### src/rtl/mac_drain_pkg.sv
// mac_drain_pkg: shared widths, result type and round/saturate arithmetic for the MAC result drain.
package mac_drain_pkg;

    localparam int P_W       = 38;
    localparam int OUT_W     = 16;
    localparam int SHIFT_DEF = 10;

    typedef struct packed {
        logic                    sat;
        logic signed [OUT_W-1:0] data;
    } result_t;

    localparam logic signed [P_W:0] R_MAX = (P_W+1)'(2**(OUT_W-1) - 1);
    localparam logic signed [P_W:0] R_MIN = (P_W+1)'(-(2**(OUT_W-1)));

    // One guard bit keeps the rounding add from overflowing at full-scale inputs.
    function automatic result_t round_sat(input logic signed [P_W-1:0] p, input int shift);
        logic signed [P_W:0] r;
        result_t res;
        r = ($signed({p[P_W-1], p}) + $signed((P_W+1)'(1) << (shift - 1))) >>> shift;
        res.sat  = (r > R_MAX) || (r < R_MIN);
        res.data = r > R_MAX ? R_MAX[OUT_W-1:0] : r < R_MIN ? R_MIN[OUT_W-1:0] : r[OUT_W-1:0];
        return res;
    endfunction

endpackage

### src/rtl/mac_drain_fifo.sv
// mac_drain_fifo: synchronous FIFO whose read port holds the last popped word while empty.
module mac_drain_fifo #(
    parameter int W     = 17,
    parameter int DEPTH = 4
) (
    input  logic         clk,
    input  logic         reset,
    input  logic         push,
    input  logic [W-1:0] din,
    input  logic         pop,
    output logic [W-1:0] dout,
    output logic         empty,
    output logic         drop
);

    localparam int AW = $clog2(DEPTH);

    logic [W-1:0] mem [DEPTH];
    logic [AW-1:0] wp, rp;
    logic [AW:0] cnt;
    logic [W-1:0] hold_q;
    logic full, wr_ok, rd_ok;

    assign full  = cnt == (AW+1)'(DEPTH);
    assign empty = cnt == '0;
    assign rd_ok = pop & ~empty;
    // A pop in the same cycle frees the slot, so a full FIFO can still accept.
    assign wr_ok = push & (~full | rd_ok);
    assign drop  = push & ~wr_ok;
    assign dout  = empty ? hold_q : mem[rp];

    always_ff @(posedge clk) begin
        if (wr_ok) mem[wp] <= din;
    end

    always_ff @(posedge clk or negedge reset) begin
        if (!reset) begin
            wp     <= '0;
            rp     <= '0;
            cnt    <= '0;
            hold_q <= '0;
        end else begin
            if (wr_ok) wp <= wp + 1'b1;
            if (rd_ok) rp <= rp + 1'b1;
            if (rd_ok) hold_q <= mem[rp];
            cnt <= cnt + (AW+1)'(wr_ok) - (AW+1)'(rd_ok);
        end
    end

endmodule

### src/rtl/mac_accum_result_drain.sv
// mac_accum_result_drain: counts MAC beats, rounds/saturates each window's accumulator and queues results.
module mac_accum_result_drain
    import mac_drain_pkg::*;
#(
    parameter int SHIFT      = SHIFT_DEF,
    parameter int ACC_LEN    = 8,
    parameter int FIFO_DEPTH = 4
) (
    input  logic                    clk,
    input  logic                    reset,
    input  logic signed [P_W-1:0]   p_i,
    input  logic                    p_valid_i,
    output logic                    acc_clr_o,
    output logic signed [OUT_W-1:0] dout_o,
    output logic                    dout_sat_o,
    output logic                    dout_valid_o,
    input  logic                    dout_ready_i,
    output logic                    ovf_o
);

    localparam int CW = ACC_LEN > 1 ? $clog2(ACC_LEN) : 1;

    logic [CW-1:0] cnt;
    logic beat, last, pend, pop, empty, drop;
    result_t stage, head;

    // Beats arriving while the MAC is being cleared belong to no window.
    assign beat = p_valid_i & ~acc_clr_o;
    assign last = beat & (cnt == CW'(ACC_LEN - 1));
    assign pop  = dout_valid_o & dout_ready_i;

    always_ff @(posedge clk or negedge reset) begin
        if (!reset) begin
            cnt       <= '0;
            acc_clr_o <= 1'b0;
            pend      <= 1'b0;
            stage     <= '0;
            ovf_o     <= 1'b0;
        end else begin
            if (beat) cnt <= last ? '0 : cnt + 1'b1;
            acc_clr_o <= last;
            pend      <= last;
            if (last) stage <= round_sat(p_i, SHIFT);
            ovf_o <= ovf_o | drop;
        end
    end

    mac_drain_fifo #(
        .W     ($bits(result_t)),
        .DEPTH (FIFO_DEPTH)
    ) u_fifo (
        .clk   (clk),
        .reset (reset),
        .push  (pend),
        .din   (stage),
        .pop   (pop),
        .dout  (head),
        .empty (empty),
        .drop  (drop)
    );

    assign dout_valid_o = ~empty;
    assign dout_o       = head.data;
    assign dout_sat_o   = head.sat;

endmodule

### config.mk
export PLATFORM = sky130hd
export DESIGN_NAME = mac_accum_result_drain
export DESIGN_NICKNAME = d
export VERILOG_FILES = /design/src/rtl/mac_drain_pkg.sv /design/src/rtl/mac_drain_fifo.sv /design/src/rtl/mac_accum_result_drain.sv
export SDC_FILE = /design/constraint.sdc
export NUM_CORES = 1
export LEC_CHECK = 0
export CORE_MARGIN = 2
export CORE_UTILIZATION = 61
export DETAILED_ROUTE_END_ITERATION = 12
export PLACE_DENSITY = 0.89
export SKIP_CTS_REPAIR_TIMING = 1
export SYNTH_ARGS = -nofsm -noshare
export SYNTH_HDL_FRONTEND = slang
export SYNTH_HIERARCHICAL = 1
export SYNTH_SLANG_ARGS = --single-unit
### constraint.sdc
create_clock -name clk -period 4.8 [get_ports clk]
set_clock_uncertainty 0.1 [all_clocks]
set_input_delay 0.48 -clock clk [delete_from_list [all_inputs] [get_ports clk]]
set_output_delay 0.48 -clock clk [all_outputs]
set_load 0.01 [all_outputs]
==> results of run 1 <==
layout by cell type, fill, tap and decap left out, types with 5 or more instances in the layout:
cell type        Yosys  layout
nand3_1             13      13
mux4_2               8       8
nor2_1              29      29
o21ai_0             16      16
edfxtp_1            68      68
dfrtp_1             46      46
nand2_1             10      10
clkdlybuf4s50_1      0      51
ha_1                 9       9
mux2_2              38      38
clkbuf_16            0      17
inv_1               13      13
mux4_1               9       9
nor3_1               8       8
xor2_1               9       9
nand4_1              8       8
xnor2_1             14      14
or2_2                9       9
o32ai_1             15      15
and2_1               5       5
clkinv_4             0       5
sequential cells by signal, summed over array words and instances, names as in the netlist:
register and count:
u_fifo/hold_q 17, ovf_o 1, cnt 3, u_fifo/wp 2, u_fifo/cnt 3, pend 1
stage 17, u_fifo/mem 68, u_fifo/rp 2
power by group through the flow:
stage	sequential, uW	combinational (uW)	clock [uW]
after global routing	1510	1180	1230
final	1490	1100	1170
after detailed placement	1480	1060	0
after CTS	1480	1110	1180
after floorplan	1360	766	0
after global placement	1450	1000	0
worst max-delay path by stage:
stage	start	end	slack [ps]	cells past startpoint
4_1_cts	u_fifo/rp[0]	dout_o[2]	1050	3
3_5_place_dp	p_i[9]	stage[6]	830	9
6_report	u_fifo/rp[0]	dout_o[2]	1090	3
5_1_grt	u_fifo/rp[0]	dout_o[2]	960	3
2_1_floorplan	p_i[9]	stage[10]	1830	9
3_3_place_gp	p_i[9]	stage[10]	960	9
cell families after synthesis:
| kind of cell | share of synthesized area (%) |
|---|---|
| xor+xnor | 3.653 |
| flops | 57.89 |
| simple gates | 10.46 |
| buf+inv | 3.312 |
| mux | 15.68 |
| compound gates | 6.602 |
| fa+ha+maj | 2.405 |
per-stage QoR:
step	cell area (sq um)	setup WS, ps	cells
final	6626	1091	566
after global routing	6626	957.2	566
after CTS	6626	1053	566
after detailed placement	6058	831.5	534
after global placement	6058	959.9	534
after floorplan	5515	1826	387
final cells by class:
cell class              instances  area share [%]
multi-input cells             243           32.29
clock buffers                  18           6.628
inverters                      14          0.7931
well taps                     108           2.039
clock inverters                14           1.945
repair buffers                 55           8.119
flip-flops and latches        114           48.19
worst max-delay path, cell delays in order, from the launching register on:
cell             delay, ps
dfrtp_1               1080
mux4_1                 710
mux2_2                 310
clkdlybuf4s50_1        500
per-layer routing:
layer  global-route usage, %  part of all wire [%]  vias up
met5                       0                     0        -
met1                   35.36                    41     1780
met4                   10.43                   1.9        0
met2                   44.07                    50      193
li1                        -                     -     1617
met3                   6.809                   6.5       23
==> results.json, run 1 <==
{
  "fp.dieW_um": 99.09,
  "fin_crit_ps": 3709,
  "regArea_sq_mm": 0.003193,
  "post-route-util_pct": 75.61,
  "netlist_instances": 387,
  "drv_slew": 0,
  "slew-limit-headroom_pct": 18.61,
  "grt_pass1_vias": 3724,
  "ys_seq_area_share_pct": 57.89,
  "crit_fanout": 19,
  "synth_most_common_cell": "edfxtp_1",
  "yosysTopAreaCell": "edfxtp_1",
  "synth_ff_type": "edfxtp_1",
  "cts_root_buffer": "clkbuf_8",
  "synth_area_leaders": "edfxtp_1 (37%), dfrtp_1 (21%), mux2_2 (7.8%)",
  "timing.hold.ws_ps": 50.34,
  "dp_hpwl_um": 7498,
  "min_period_over_period_pct": 77.27,
  "p_clk_share_pct": 31.2,
  "cts_inserted_buffers": 17,
  "die_y_um": 99.09,
  "rows": 34,
  "vdd_drop_max_mv": 0.2626,
  "multiInputGateArea_sq_mm": 0.002140,
  "vias": 3613,
  "synth_cell_types": 56,
  "n_antenna_cell": 0,
  "synth.avg_cell_area_sq_um": 14.25,
  "cts_tree": "yes",
  "pin_count": 62,
  "cellPowerDensity_mw_per_mm2": 567.5,
  "critical_path_required_ps": 4220,
  "maxCapViolCount": 0,
  "clk_pin_slew_ps": 60,
  "layout.nets": 497,
  "ant_nets": 0,
  "setup_viol": 0,
  "synthToLayoutAreaGrowth_pct": 20.15,
  "port_buffers": 52,
  "overflow": 0,
  "outcome": "finished clean",
  "pwr-share-seq_pct": 39.5,
  "drc": 0,
  "critical_path_class": "flop to output port",
  "r2r-end": "u_fifo/cnt[2]",
  "layout-drive-gt1-share_pct": 21.18,
  "drt_pass1_iterations": 5,
  "fin_total_pwr_uw": 3760,
  "sw_frac_of_total_pct": 30.19,
  "track_usage_pct": 27.07,
  "grt_max_degree": 47,
  "synth_area_sq_mm": 0.005515,
  "clockBufferDepth": 2,
  "endpoint_kind": "output port",
  "wl_um": 12230,
  "dr.first_iter.drc_count": 220,
  "async_reset_ff_share_pct": 40.35,
  "yosys_warnings": 6,
  "avgViaCountPerCell": 6.383,
  "yosysTopAreaCellShare_pct": 37.02,
  "die-area_sq_mm": 0.009818,
  "ys_seq_elements": 114,
  "reg2reg_depth": 12,
  "wl_per_cell_um": 21.61,
  "cts_max_level": 4,
  "switching_power_uw": 1135,
  "synth_nets": 439,
  "initial_utilization_pct": 62.94,
  "crit_arrival_ps": 3130,
  "hold_viol": 0,
  "synth_common_cells": "edfxtp_1 (68), dfrtp_1 (46), mux2_2 (38)",
  "antenna_found_initial": 0,
  "synth_edf_count": 68,
  "clock_latency_ps": 520,
  "fillerInstances": 496,
  "reg2reg_slack_ps": 1700,
  "core_sq_mm": 0.008763,
  "comb_power_share_pct": 29.3,
  "cp-start-kind": "flop",
  "fmax_mhz": 269.6,
  "tns_ps": 0,
  "rr_startpoint": "u_fifo/cnt[1]",
  "gp_congestion": 0.8501,
  "cts.sinks": 114,
  "hold_class": "input port to asynchronous set/reset pin",
  "p_leak_uw": 0.002326,
  "worst_pin_slew_ps": 1221,
  "grt_pass1_wl_um": 20020,
  "rsz0062_at_grt": "false",
  "power.internal_uw": 2625
}
Note: power is estimated with default switching activity, not from simulation.
==> inputs of run 2 (changes only) <==
--- a/config.mk
+++ b/config.mk
@@ -6,9 +6,9 @@
 export NUM_CORES = 1
 export LEC_CHECK = 0
 export CORE_MARGIN = 2
-export CORE_UTILIZATION = 61
+export CORE_UTILIZATION = 56
 export DETAILED_ROUTE_END_ITERATION = 12
-export PLACE_DENSITY = 0.89
+export PLACE_DENSITY = 0.83
 export SKIP_CTS_REPAIR_TIMING = 1
 export SYNTH_ARGS = -nofsm -noshare
 export SYNTH_HDL_FRONTEND = slang
==> constraint.sdc (replaced) <==
create_clock -name clk -period 3.8 [get_ports clk]
set_clock_uncertainty 0.1 [all_clocks]
set_input_delay 0.38 -clock clk [delete_from_list [all_inputs] [get_ports clk]]
set_output_delay 0.38 -clock clk [all_outputs]
set_load 0.01 [all_outputs]
==> run 2 against run 1 <==
The run now ends with hold timing left. Clock power increased by 33%. Cell count grew 4.9%. Global-route usage shrank 3.8 points. Sequential cell count did not move. Sequential share of layout area fell by 0.70 points. Utilization is 6.2 points lower. First-iteration DRC count shrank 15%. Total power increased by 27%. Critical path depth up 7. Wire length shrank 6.3%. Die area increased by 8.6%. Largest power group unchanged. Highest routed layer unchanged.
==> results.json, run 2 (same netlist as run 1, synthesis figures left out) <==
{
  "antenna_found_initial": 0,
  "hold_viol": 46,
  "cts_inserted_buffers": 17,
  "rr_startpoint": "u_fifo/cnt[1]",
  "worst_pin_slew_ps": 1031,
  "critical_path_class": "input port to flop",
  "die_y_um": 103.2,
  "clk_pin_slew_ps": 50,
  "drc": 0,
  "hold_class": "input port to asynchronous set/reset pin",
  "grt_pass1_wl_um": 18000,
  "crit_arrival_ps": 3350,
  "layout-drive-gt1-share_pct": 21.91,
  "wl_um": 11470,
  "cts_root_buffer": "clkbuf_8",
  "crit_path_frequent_cell": "nand4_1",
  "final_cell_mix": "edfxtp_1 (68), clkdlybuf4s50_1 (51), dfrtp_1 (46)",
  "clockBufferDepth": 2,
  "p_leak_uw": 0.002345,
  "ant_nets": 0,
  "fp.dieW_um": 103.2,
  "rsz0062_at_grt": "false",
  "overflow": 0,
  "violations": "hold timing",
  "setup_viol": 0,
  "initial_utilization_pct": 56.95,
  "track_usage_pct": 23.25,
  "maxCapViolCount": 0,
  "timing.critical_path.from": "p_i[9]",
  "critPathSlowestCell": "or4_2",
  "largestRegisters": "u_fifo/mem: 68 flops, stage: 17 flops, u_fifo/hold_q: 17 flops",
  "grt_max_degree": 47,
  "largest_reg_flops": 68,
  "clock_latency_ps": 510,
  "timing.hold.ws_ps": -38.55,
  "port_buffers": 52,
  "drv_slew": 0,
  "crit_path_max_incr_delay_ps": 760,
  "fin_crit_ps": 3111,
  "gp_congestion": 0.8690,
  "layout.nets": 500,
  "crit_fanout": 16,
  "largest-register": "u_fifo/mem",
  "vias": 3493,
  "core_sq_mm": 0.009684,
  "pin_count": 62,
  "critical_path_required_ps": 4040,
  "reg2reg_depth": 12,
  "p_clk_share_pct": 32.6,
  "regArea_sq_mm": 0.003193,
  "drt_pass1_iterations": 4,
  "layout_commonest_cell": "edfxtp_1",
  "worstPathCellList": "clkdlybuf4s50_1 > ha_1 > nand4_1 > or4_2 > nor3_1 > mux2i_1 > nand4_1 > a2111oi_4 > buf_12 > o32ai_1",
  "wl_per_cell_um": 19.30,
  "fillerInstances": 648,
  "cts_tree": "yes",
  "min_period_over_period_pct": 81.88,
  "fin_total_pwr_uw": 4792,
  "power.internal_uw": 3417,
  "dr.first_iter.drc_count": 186,
  "slew-limit-headroom_pct": 31.29,
  "sw_frac_of_total_pct": 28.69,
  "vdd_drop_max_mv": 0.4417,
  "endpoint_kind": "flop",
  "switching_power_uw": 1375,
  "cellPowerDensity_mw_per_mm2": 712.6,
  "cp-start-kind": "input port",
  "rows": 36,
  "die-area_sq_mm": 0.01066,
  "comb_power_share_pct": 29.7,
  "tns_ps": 0,
  "dp_hpwl_um": 7293,
  "multiInputGateArea_sq_mm": 0.002140,
  "synthToLayoutAreaGrowth_pct": 21.91,
  "grt_pass1_vias": 3464,
  "pwr-share-seq_pct": 37.7,
  "n_antenna_cell": 0,
  "outcome": "finished, violations left",
  "cts_max_level": 4,
  "fmax_mhz": 321.4,
  "avgViaCountPerCell": 5.880,
  "cts.sinks": 114
}
run 2: changes by cell type in the layout (fill, tap and decap cells not counted), sizes merged:
cell      previous run  this run
buf                  4         7
clkbuf              18        17
inv                 17        15
bufinv               1         3
clkinvlp             2         5
clkinv               8         6
run 2: worst max-delay path, delay by kind of cell:
kind | cells | cell delay [ps]
and+or+nand+nor | 4 | 1410
adders and majority gates | 1 | 200
muxes | 1 | 210
AOI/OAI and AO/OA | 2 | 470
buffers and inverters | 2 | 670
run 2: final cells by class:
cell class                      instances  share of cell area (%)
Sequential cell                       114                   47.49
Multi-Input combinational cell        243                   31.82
Inverter                               14                  0.7815
Timing Repair Buffer                   58                   8.523
Clock inverter                         15                   2.754
Clock buffer                           17                   6.159
Tap cell                              133                   2.475
run 2: routing by layer:
metal / up-vias / GRT usage (%) / wire length, um
li1: 1617 / - / -
met1: 1732 / 28.25 / 4637
met2: 127 / 40.56 / 6096
met3: 17 / 6.183 / 546
met4: 0 / 7.692 / 184
met5: - / 0 / 0
run 2: path summary, 6_finish.rpt:
| kind | endpoint | slack (ps) |
|---|---|---|
| worst max-delay path | stage[9] | 690 |
| worst min-delay path | u_fifo/cnt[1] | -40 |
| worst max register to register | u_fifo/cnt[2] | 790 |
| worst min register to register | ovf_o | 360 |
| max in group asynchronous | stage[10] | 3010 |
| min in group clk | ovf_o | 360 |
run 2: power by group through the flow:
stage	Combinational [uW]	Sequential (uW)	Clock, uW
detailed placement	1400	1810	0
global route	1540	1840	1650
floorplan	968	1720	0
CTS	1440	1800	1590
global placement	1330	1790	0
finish	1420	1810	1560
run 2: stage by stage:
step | util (%) | area [sq um] | instances | setup WS, ps | hold slack, ps
3_3_place_gp | 63.24 | 6125 | 562 | 260.2 | 351.9
6_report | 69.43 | 6724 | 594 | 688.7 | -38.55
5_1_grt | 69.43 | 6724 | 594 | 492.7 | 29.06
4_1_cts | 69.43 | 6724 | 594 | 652.3 | -41.74
3_5_place_dp | 63.24 | 6125 | 562 | 156.4 | 351.9
2_1_floorplan | - | 5515 | 387 | 926.0 | -15.59
==> inputs of run 3 (changes only) <==
==> constraint.sdc (replaced) <==
create_clock -name clk -period 3.12 [get_ports clk]
set_clock_uncertainty 0.1 [all_clocks]
set_input_delay 0.312 -clock clk [delete_from_list [all_inputs] [get_ports clk]]
set_output_delay 0.312 -clock clk [all_outputs]
set_load 0.01 [all_outputs]
==> run 3 against run 2 <==
Highest routed layer unchanged. Count of clock-buffer cells in the layout increased by 3. Combinational power grew 30%. Total power rose by 21%. The run now ends clean. Non-clock buffer count is 40 higher. Register-to-register slack lost 330 ps. Global-route usage up 1.2 points. Critical path depth decreased by 6.
==> results.json, run 3 (same netlist as run 1, synthesis figures left out) <==
{
  "pin_count": 62,
  "wl_um": 12210,
  "timing.critical_path.from": "u_fifo/rp[0]",
  "dr.first_iter.drc_count": 196,
  "fp.dieW_um": 103.2,
  "cts_max_level": 4,
  "avgViaCountPerCell": 5.773,
  "clock_latency_ps": 510,
  "drt_pass1_iterations": 6,
  "largest-register": "u_fifo/mem",
  "rsz0062_at_grt": "false",
  "layout_commonest_cell": "edfxtp_1",
  "core_sq_mm": 0.009684,
  "ant_nets": 0,
  "fmax_mhz": 330.6,
  "outcome": "finished clean",
  "overflow": 0,
  "met3WireLength_um": 448,
  "drv_slew": 0,
  "antenna_found_initial": 0,
  "p_leak_uw": 0.002531,
  "grt_max_degree": 47,
  "synthToLayoutAreaGrowth_pct": 26.54,
  "dp_hpwl_um": 7955,
  "initial_utilization_pct": 56.95,
  "switching_power_uw": 1677,
  "wl_met1_um": 4881,
  "layoutNonFillerInstCount": 633,
  "sw_frac_of_total_pct": 28.95,
  "final_cell_mix": "edfxtp_1 (68), clkdlybuf4s50_1 (51), dfrtp_1 (46)",
  "grt_pass1_wl_um": 18990,
  "cts_inserted_buffers": 17,
  "cts.sinks": 114,
  "cts_root_buffer": "clkbuf_8",
  "critical_path_required_ps": 2710,
  "fillerInstances": 600,
  "hold_class": "flop to flop",
  "crit_arrival_ps": 2610,
  "clk_pin_slew_ps": 50,
  "critical_path_class": "flop to output port",
  "vdd_drop_max_mv": 0.5553,
  "met2WireLength_um": 6578,
  "endpoint_kind": "output port",
  "rows": 36,
  "pwr-share-seq_pct": 37.6,
  "die-area_sq_mm": 0.01066,
  "slew-limit-headroom_pct": 30.40,
  "p_clk_share_pct": 30.5,
  "cp-start-kind": "flop",
  "placed_cell_area_sq_mm": 0.006417,
  "power.internal_uw": 4114,
  "timing.hold.ws_ps": 373.1,
  "crit_fanout": 19,
  "die_y_um": 103.2,
  "track_usage_pct": 24.47,
  "min_period_over_period_pct": 96.95,
  "grt_pass1_vias": 3679,
  "fin_crit_ps": 3025,
  "layout.nets": 540,
  "comb_power_share_pct": 31.9,
  "holdCritStartpoint": "ovf_o",
  "cts_tree": "yes",
  "highest-signal-layer": "met4",
  "port_buffers": 52,
  "largest_reg_flops": 68,
  "layout-drive-gt1-share_pct": 27.20,
  "vias": 3654,
  "cellPowerDensity_mw_per_mm2": 829.7,
  "drc": 0,
  "hold_viol": 0,
  "worst_pin_slew_ps": 1044,
  "design_area_sq_mm": 0.006979,
  "maxCapViolCount": 0,
  "n_antenna_cell": 0,
  "rr_startpoint": "u_fifo/cnt[2]",
  "dp.cells": 601,
  "clockBufferDepth": 2,
  "setup_viol": 0,
  "largestRegisters": "u_fifo/mem: 68 flops, stage: 17 flops, u_fifo/hold_q: 17 flops",
  "gp_congestion": 0.8465,
  "post-route-util_pct": 72.07,
  "fin_total_pwr_uw": 5791,
  "wl_per_cell_um": 19.29
}
## run 3: cell count changes in the layout (fill, tap and decap cells not counted)
cell / change
clkbuf_8: +1
clkinvlp_4: -3
clkinv_2: +4
clkinv_1: +1
buf_4: +38
clkinv_4: -5
dlygate4sd3_1: +1
buf_6: +1
bufinv_16: -1
clkbuf_1: +2
## run 3: per-layer routing
layer  up-vias  global-route usage (%)
met3        26                   5.309
li1       1696                       -
met5         -                       0
met4         0                   9.717
met2       117                   43.71
met1      1815                   28.87
## run 3: stage by stage
step	setup slack, ps	TNS [ps]
final	95.11	0
after global routing	1.345	0
after CTS	-23.51	-23.51
after detailed placement	-322.4	-4575
after global placement	-187.4	-2927
after floorplan	267.2	0
## run 3: final timing paths
check / to / slack [ps] / cells past startpoint
setup / recovery: dout_o[3] / 100 / 4
hold / removal: ovf_o / 370 / 1
setup reg to reg: u_fifo/cnt[2] / 460 / 11
hold reg to reg: ovf_o / 370 / 1
max in group asynchronous: stage[13] / 1850 / 2
min in group asynchronous: u_fifo/cnt[1] / 430 / 2
## run 3: power groups by stage
stage	clock [uW]	sequential, uW	combinational [uW]
global route	1860	2210	2000
global placement	0	2130	1690
floorplan	0	2100	1180
detailed placement	0	2170	1780
finish	1770	2180	1850
CTS	1790	2170	1850
## run 3: cell type report
type	instances	area, sq um	area share [%]
flip-flops and latches	114	3193	45.75
multi-input cells	243	2140	30.66
repair buffers	98	879.6	12.60
clock buffers	20	435.4	6.239
well taps	133	166.4	2.384
clock inverters	11	112.6	1.613
inverters	14	52.55	0.7530
## run 3: critical path, cell delays in order (launching register included)
cell             delay [ps]
dfrtp_1                 380
buf_6                   260
mux4_1                  660
mux2_2                  310
clkdlybuf4s50_1         500
